`src/rtl/pixel_readout_pkg.sv`:
```
// Shared constants and types for the pixel readout stage: default geometry,
// capture FSM states and the layout of one serialized FIFO entry.
package pixel_readout_pkg;

    localparam int DEF_DATA_W     = 8;
    localparam int DEF_N_PIX      = 4;
    localparam int DEF_FIFO_DEPTH = 8;
    localparam int DEF_PIX_W      = $clog2(DEF_N_PIX);

    typedef enum logic {
        CAP_IDLE = 1'b0,
        CAP_PUSH = 1'b1
    } cap_state_e;

    typedef struct packed {
        logic [DEF_DATA_W-1:0] data;
        logic [DEF_PIX_W-1:0]  pix;
        logic                  sof;
    } fifo_entry_t;

endpackage

```
`src/rtl/readout_fifo.sv`:
```
// Synchronous show-ahead FIFO: the head entry is visible on rdata whenever the
// FIFO is not empty, and a push into a full FIFO is accepted when a pop coincides.
module readout_fifo #(
    parameter int WIDTH = 8,
    parameter int DEPTH = 8
) (
    input  logic             clk,
    input  logic             reset,
    input  logic             push,
    input  logic             pop,
    input  logic [WIDTH-1:0] wdata,
    output logic [WIDTH-1:0] rdata,
    output logic             full,
    output logic             empty
);

    localparam int AW = $clog2(DEPTH);

    logic [WIDTH-1:0] mem_q [DEPTH];
    logic [AW:0]      wr_ptr_q;
    logic [AW:0]      rd_ptr_q;
    logic             do_push;
    logic             do_pop;

    // Pointers carry one extra wrap bit so full and empty are distinguishable.
    assign empty   = (wr_ptr_q == rd_ptr_q);
    assign full    = (wr_ptr_q[AW] != rd_ptr_q[AW]) &&
                     (wr_ptr_q[AW-1:0] == rd_ptr_q[AW-1:0]);
    assign do_pop  = pop && !empty;
    assign do_push = push && (!full || do_pop);
    assign rdata   = empty ? '0 : mem_q[rd_ptr_q[AW-1:0]];

    always_ff @(posedge clk or negedge reset) begin
        if (!reset) begin
            wr_ptr_q <= '0;
            rd_ptr_q <= '0;
        end else begin
            if (do_push) wr_ptr_q <= wr_ptr_q + 1'b1;
            if (do_pop)  rd_ptr_q <= rd_ptr_q + 1'b1;
        end
    end

    always_ff @(posedge clk) begin
        if (do_push) mem_q[wr_ptr_q[AW-1:0]] <= wdata;
    end

endmodule

```
`src/rtl/pixel_readout_ctrl.sv`:
```
// Readout stage behind the pixel array FSM: analog enables, saturating ramp DAC
// code, and a one-shot capture of all pixel buses serialized into a stream FIFO.
module pixel_readout_ctrl
    import pixel_readout_pkg::*;
#(
    parameter int DATA_W     = DEF_DATA_W,
    parameter int N_PIX      = DEF_N_PIX,
    parameter int FIFO_DEPTH = DEF_FIFO_DEPTH
) (
    input  logic                      clk,
    input  logic                      reset,
    input  logic                      erase,
    input  logic                      expose,
    input  logic                      convert,
    input  logic                      read,
    input  logic [N_PIX*DATA_W-1:0]   pix_data,
    output logic                      ramp_en,
    output logic                      bias_en,
    output logic                      bus_oe,
    output logic [DATA_W-1:0]         dac_data,
    output logic [DATA_W-1:0]         out_data,
    output logic [$clog2(N_PIX)-1:0]  out_pix,
    output logic                      out_sof,
    output logic                      out_valid,
    input  logic                      out_ready,
    output logic [15:0]               frame_cnt,
    output logic                      overflow
);

    localparam int                PIX_W    = $clog2(N_PIX);
    localparam int                ENTRY_W  = DATA_W + PIX_W + 1;
    localparam logic [DATA_W-1:0] DAC_MAX  = '1;
    localparam logic [PIX_W-1:0]  LAST_IDX = PIX_W'(N_PIX - 1);

    cap_state_e        state_q, state_d;
    logic [PIX_W-1:0]  idx_q, idx_d;
    logic [DATA_W-1:0] capture_q [N_PIX];
    logic [DATA_W-1:0] capture_d [N_PIX];
    logic [15:0]       frame_cnt_q, frame_cnt_d;
    logic              overflow_q, overflow_d;
    logic              read_q;
    logic [DATA_W-1:0] dac_q, dac_d;

    logic               read_rise;
    logic               fifo_push;
    logic               fifo_pop;
    logic               fifo_full;
    logic               fifo_empty;
    logic [ENTRY_W-1:0] push_entry;
    logic [ENTRY_W-1:0] pop_entry;
    logic               unused_erase;

    // The erase phase needs no action from this stage.
    assign unused_erase = erase;

    assign ramp_en   = convert;
    assign bias_en   = expose;
    assign bus_oe    = !read;
    assign dac_data  = dac_q;
    assign frame_cnt = frame_cnt_q;
    assign overflow  = overflow_q;
    assign read_rise = read && !read_q;
    assign out_valid = !fifo_empty;
    assign fifo_pop  = out_valid && out_ready;
    assign {out_data, out_pix, out_sof} = pop_entry;

    always_comb begin
        if (!convert) begin
            dac_d = '0;
        end else if (dac_q == DAC_MAX) begin
            dac_d = dac_q;
        end else begin
            dac_d = dac_q + 1'b1;
        end
    end

    always_comb begin
        state_d     = state_q;
        idx_d       = idx_q;
        capture_d   = capture_q;
        frame_cnt_d = frame_cnt_q;
        overflow_d  = overflow_q;
        fifo_push   = 1'b0;
        push_entry  = {capture_q[idx_q], idx_q, (idx_q == '0)};

        case (state_q)
            CAP_IDLE: begin
                if (read_rise) begin
                    for (int i = 0; i < N_PIX; i++) begin
                        capture_d[i] = pix_data[i*DATA_W +: DATA_W];
                    end
                    frame_cnt_d = frame_cnt_q + 16'd1;
                    idx_d       = '0;
                    state_d     = CAP_PUSH;
                end
            end
            CAP_PUSH: begin
                fifo_push = 1'b1;
                // A sample lost to a full FIFO or a frame lost to a busy capture
                // both mean the frame buffer saw incomplete data.
                if (fifo_full && !fifo_pop) overflow_d = 1'b1;
                if (read_rise)              overflow_d = 1'b1;
                if (idx_q == LAST_IDX) begin
                    idx_d   = '0;
                    state_d = CAP_IDLE;
                end else begin
                    idx_d = idx_q + 1'b1;
                end
            end
            default: state_d = CAP_IDLE;
        endcase
    end

    always_ff @(posedge clk or negedge reset) begin
        if (!reset) begin
            state_q     <= CAP_IDLE;
            idx_q       <= '0;
            frame_cnt_q <= '0;
            overflow_q  <= 1'b0;
            read_q      <= 1'b0;
            dac_q       <= '0;
            for (int i = 0; i < N_PIX; i++) begin
                capture_q[i] <= '0;
            end
        end else begin
            state_q     <= state_d;
            idx_q       <= idx_d;
            frame_cnt_q <= frame_cnt_d;
            overflow_q  <= overflow_d;
            read_q      <= read;
            dac_q       <= dac_d;
            capture_q   <= capture_d;
        end
    end

    readout_fifo #(
        .WIDTH (ENTRY_W),
        .DEPTH (FIFO_DEPTH)
    ) u_fifo (
        .clk   (clk),
        .reset (reset),
        .push  (fifo_push),
        .pop   (fifo_pop),
        .wdata (push_entry),
        .rdata (pop_entry),
        .full  (fifo_full),
        .empty (fifo_empty)
    );

endmodule

```
`config.mk`:
```
export PLATFORM = sky130hd
export DESIGN_NAME = pixel_readout_ctrl
export DESIGN_NICKNAME = d
export VERILOG_FILES = /design/src/rtl/pixel_readout_pkg.sv /design/src/rtl/readout_fifo.sv /design/src/rtl/pixel_readout_ctrl.sv
export SDC_FILE = /design/constraint.sdc
export NUM_CORES = 1
export LEC_CHECK = 0
export ABC_AREA = 1
export CORE_UTILIZATION = 60
export CTS_CLUSTER_SIZE = 14
export DETAILED_ROUTE_END_ITERATION = 12
export GPL_TIMING_DRIVEN = 1
export PLACE_DENSITY_LB_ADDON = 0.15
export SYNTH_ARGS = -nofsm -noshare
export SYNTH_HDL_FRONTEND = slang
export SYNTH_HIERARCHICAL = 1
export SYNTH_SLANG_ARGS = --single-unit
```
`constraint.sdc`:
```
create_clock -name clk -period 4.5 [get_ports clk]
set_input_delay 0.45 -clock clk [delete_from_list [all_inputs] [get_ports clk]]
set_output_delay 0.45 -clock clk [all_outputs]
set_load 0.03 [all_outputs]
```
## Yosys cells after proc, flatten, opt, wreduce, memory -nomap -nowiden

Memories as Yosys holds them, arrays and structs flattened.
Cells that the tools add are included.

| word-level totals | value |
|---|---|
| register bits after elaboration | 69 |
| latch bits | 0 |
| bits in writable memories | 88 |
| ROM bits | 0 |
| word-level logic and storage cells | 61 |
| memories | 1 |

Memories:

| memory | words | bits a word | rd ports | clocked after memory_dff | write ports | line | RTL |
|---|---|---|---|---|---|---|---|
| u_fifo.mem_q | 8 | 11 | 1 | 0 | 1 | readout_fifo.sv:19 | `logic [WIDTH-1:0] mem_q [DEPTH];` |

| operators by class | value |
|---|---|
| add/subtract/negate cells | 5 |
| $mul | 0 |
| div/mod/pow operators | 0 |
| $lt $le $gt $ge | 1 |
| equality and inequality tests | 7 |
| shifts and indexed selects | 0 |
| mux-type cells | 17 |
| bitwise logic cells | 2 |
| reduce and logical (&&, ||, !) cells | 16 |

Operator list:

| kind | number |
|---|---|
| $mux W8 | 4 |
| $add A16 B1 Y16 const B | 1 |
| $bmux W8 S2 | 1 |
| $mux W11 | 1 |
| $add A4 B1 Y4 const B | 2 |
| $add A8 B1 Y8 const B | 1 |
| $eq A8 B8 Y1 const B | 1 |
| $mux W1 | 7 |
| $logic_and A1 B1 Y1 | 6 |
| $logic_not A1 Y1 | 5 |
| $eq A4 B4 Y1 | 1 |
| $mux W2 | 2 |
| $ne A2 B2 Y1 const B | 2 |
| $pmux W2 S2 | 1 |
| $reduce_and A2 Y1 | 2 |
| $eq A3 B3 Y1 | 1 |
| $ge A3 B3 Y1 const B | 1 |
| $not A2 Y3 | 1 |
| $add A2 B1 Y2 const B | 1 |
| $eq A2 B2 Y1 const B | 1 |
| $logic_not A2 Y1 | 1 |
| $pmux W1 S2 | 1 |
| $reduce_bool A2 Y1 | 1 |
| $logic_or A1 B1 Y1 | 1 |
| 2 further kinds | 2 |

## Logic depth before layout (Yosys ltp)

| logic depth | value |
|---|---|
| depth in word-level cells | 8 |
| gate-level depth with buffers | 14 |
| mapped depth without buffers | 12 |

## By module

The synthesis kept the hierarchy.

Modules (own cells, without submodules):

| module | times used | cells each | area each (um^2) | sequential area each (um^2) |
|---|---|---|---|---|
| readout_fifo | 1 | 342 | 4071.4 | 2842.7 |
| pixel_readout_ctrl | 1 | 353 | 2930.3 | 1526.5 |

## Least setup slack after synthesis

No wires, ideal clock.

| timing | value |
|---|---|
| kind | reg2reg |
| from | reg u_fifo.rd_ptr_q[1] |
| to | mem u_fifo/mem_q[4][0] (netlist bit), enable pin |
| arrival | 2209 ps |
| data required time | 4122 ps |
| path slack | 1913 ps |
| stages on the path, launching flop included | 14 |
| buffers on the path | 2 |
| cells stage by stage | dfrtp_1 buf_6 inv_2 nand2_1 nand2_4 nor2_8 nand3_4 buf_6 inv_1 nor2_1 inv_1 nand4_4 nand3_1 nor2_1 |

| between the ends | value |
|---|---|
| cells in the longest elaborated chain, start to end | 8 |

Ends and longest elaborated chain:

| element | line | RTL |
|---|---|---|
| start: declaration | readout_fifo.sv:21 | `logic [AW:0] rd_ptr_q;` |
| start signal: assignment | readout_fifo.sv:39 | `if (do_pop) rd_ptr_q <= rd_ptr_q + 1'b1;` |
| $eq A4 B4 Y1 | readout_fifo.sv:26 | `assign empty = (wr_ptr_q == rd_ptr_q);` |
| named net fifo_empty | pixel_readout_ctrl.sv:48 | `logic fifo_empty;` |
| $logic_not A1 Y1 | pixel_readout_ctrl.sv:63 | `assign out_valid = !fifo_empty;` |
| $logic_and A1 B1 Y1 | pixel_readout_ctrl.sv:64 | `assign fifo_pop = out_valid && out_ready;` |
| named net fifo_pop | pixel_readout_ctrl.sv:46 | `logic fifo_pop;` |
| $logic_and A1 B1 Y1 | readout_fifo.sv:29 | `assign do_pop = pop && !empty;` |
| $logic_or A1 B1 Y1 | readout_fifo.sv:30 | `assign do_push = push && (!full \|\| do_pop);` |
| $logic_and A1 B1 Y1 | readout_fifo.sv:30 |  |
| $mux W1 | readout_fifo.sv:44 | `if (do_push) mem_q[wr_ptr_q[AW-1:0]] <= wdata;` |
| $mux W1 (not written as such) | readout_fifo.sv:44 |  |
| end: declaration | readout_fifo.sv:19 |  |

The timed path passes the listed nets, and every way through them passes these cells.

## Worst setup path in the final report

| timing | value |
|---|---|
| from | reg u_fifo.rd_ptr_q[0] |
| to | mem u_fifo/mem_q[2][0] (netlist bit), enable pin |

The elaborated chain is that of the path after synthesis.

==> metrics.cfg <==
[run_status]
status = finished clean

[sta]
tightestPinTransition_ns = 0.947
fin_setup_tns_ns = 0
timing_hold_violations_final = 0
finalCritPeriodShare_pct = 76.4
maxSlewViolCount = 0
fmax_mhz = 291
fin_crit_ns = 3.44
rsz0062_at_grt = no
maxSlewHeadroom_pct = 36.6
fin_skew_ns = 0.00711
finalSetupViolCount = 0

[critical_path]
cp_top_family = simple AND/OR/NAND/NOR gates
worstSetupStartpointType = flop
reg2reg_depth = 10
crit_arrival_ns = 3.48
crit_chain = nand2_1 -> nand2_2 -> nor2_8 -> nand3_4 -> inv_1 -> nor2_1 -> inv_1 -> nand4_4 -> nand3_1 -> nor2_1
rrSetupSlack_ns = 1.06
slowest_stage = dfrtp_1
worstPathRequired_ns = 4.54
r2r-end = u_fifo/mem_q[2][0]
cpPeakStageDelay_ns = 0.86
r2r-start = u_fifo/rd_ptr_q[0]
cp.depth = 10
startpoint = u_fifo/rd_ptr_q[0]
endpoint = u_fifo/mem_q[2][0]
setup.worst_path.end_class = flop
critical_path_buf_inv_count = 2
path_max_fanout = 25
crit_type = flop to flop

[placed_design]
dp.final_hpwl_um = 9490
port_buffers = 75
gp_congestion = 0.772
place_area_mm2 = 0.00780
dp_cells = 889

[drt]
drc = 0
routedWlPerCell_um = 15.9
viasPerCell = 5.55
firstDrtPassIters = 7
drt_wl_total_um = 14600
ant_nets = 0
drt_iter0_drc = 388
vias = 5113

[clock_network]
cts-root-buf = clkbuf_16
clock-sinks = 157
cts_tree = built
htree_levels = 4
cts_setup_buffers = 0
clk_path_buf_depth = 2
cts_buffers = 17
insertion_delay_ns = 0.42
cts_hold_buf = 0
post_cts_resized = 0
clk_pin_slew_worst_paths_ns = 0.06

[logic_synthesis]
yosysMostFrequentCell = nand2_1
syn-mean-instance-area_um2 = 10.1
yosys.area.top_type = edfxtp_1
synthArstFlopShare_pct = 43.9
yosysWarningCount = 6
synth_simple_gate_area_share_pct = 20.8
synthAdderAreaFrac_pct = 1.07
synth_top_family_by_area = simple AND/OR/NAND/NOR gates
muxShareOfSynthArea_pct = 0
synth_top_area_share_pct = 37.7
syn-cell-area_mm2 = 0.00700
ys_types = 39
syn_inst = 695
synth_flop_cell = edfxtp_1
synth-compound-area-share_pct = 9.11
synth.net_count = 740
synth_commonest_cells = nand2_1, nor2_1, edfxtp_1
synth_edf_count = 88
synth_area_leaders = edfxtp_1, dfrtp_1, nand2_1
ys_ff_latch = 157
seq_area_frac_synth_pct = 62.4
synth-xor-area-share_pct = 2.09

[grt]
grt_usage_pct = 26.3
grt_first_pass_wirelength_um = 23800
grt_pass1_vias = 4946
grt_max_degree = 46
antenna_found_initial = 0
grt_overflow_total = 0

[cells_and_area]
final_layout_size_suffix_gt1_share_pct = 10.3
fin_area_mm2 = 0.00842
post-route-util_pct = 73.7
area.growth.synth_to_final_pct = 20.2
diodes = 0
fin_nets = 810
fin_cells = 921

[die]
coreArea_mm2 = 0.0114
rows = 39
die_w_um = 110
pin_count = 79
die_h_um = 110
start_util_pct = 61.3
design.die.area_mm2 = 0.0121

[power]
p_seq_share_pct = 39.7
clockPowerShare_pct = 23.4
p_leak_nw = 3.45
p_sw_w = 0.00239
power_density_mw_per_mm2 = 734
vdd_drop_max_mv = 0.509
combPwrFrac_pct = 36.9
internal_power_w = 0.00379
sw_frac_of_total_pct = 38.6

[job]
drv_cap = 0

[worst_hold_path]
hold_class = input port to async pin

-- metrics by stage --
step / worst slack [ns] / total power, W / hold WS [ns]
2_1_floorplan: 1.91 / 0.00399 / 0.154
3_3_place_gp: 1.27 / 0.00461 / 0.444
3_5_place_dp: 1.05 / 0.00473 / 0.447
4_1_cts: 1.07 / 0.00620 / 0.150
5_1_grt: 0.780 / 0.00658 / 0.179
6_report: 1.06 / 0.00618 / 0.119
-- routing by layer --
| layer | vias to the layer above | track usage (%) | share of wire [%] |
|---|---|---|---|
| li1 | 2458 | - | - |
| met1 | 2462 | 34.9 | 42 |
| met2 | 174 | 44.4 | 50 |
| met3 | 19 | 4.29 | 5.9 |
| met4 | 0 | 9.05 | 1.4 |
| met5 | - | 0 | 0 |
-- cell usage in the layout (no fill, tap or decap), drive strengths merged, types with 9 or more instances in the layout --
master / instances
nand3: 25
o22ai: 19
nand2: 172
buf: 9
clkdlybuf4s50: 74
edfxtp: 88
nor2: 128
o21ai: 89
xnor2: 10
inv: 37
clkbuf: 24
dfrtp: 69
-- flip-flops by register name, indices dropped and copies added (netlist names) --
register and count:
u_fifo/mem_q 88, capture_q 32, frame_cnt 16, dac_data 8, u_fifo/rd_ptr_q 4, u_fifo/wr_ptr_q 4, idx_q 2, overflow 1
read_q 1, state_q 1
-- cell families after synthesis --
kind of cell | after synthesis
buffers and inverters | 66
adder cells (fa/ha/maj) | 6
AO/OA/AOI/OAI | 115
XOR/XNOR | 15
flip-flops | 157
AND/OR/NAND/NOR | 336
-- power groups by stage --
stage	registers, W	logic (W)	clock network [W]
finish	0.00245	0.00228	0.00145
global route	0.00250	0.00255	0.00152
CTS	0.00245	0.00230	0.00145
detailed placement	0.00247	0.00226	0
global placement	0.00244	0.00217	0
floorplan	0.00237	0.00162	0
-- final cells by class --
type	count	area [µm²]
Multi-Input combinational cell	472	2320
Tap cell	143	179
Clock inverter	8	63.8
Sequential cell	157	4370
Inverter	34	128
Fill cell	780	3000
Timing Repair Buffer	83	806
Clock buffer	24	557
-- worst min path at each step --
stage	start	to	slack, ns	cells after the start
floorplan	reset	capture_q[0]	0.15	0
global placement	overflow	overflow	0.44	1
detailed placement	overflow	overflow	0.45	1
CTS	reset	frame_cnt[5]	0.15	1
global route	reset	frame_cnt[3]	0.18	1
finish	reset	frame_cnt[15]	0.12	1
No activity file was read; power rests on OpenSTA's default activity.
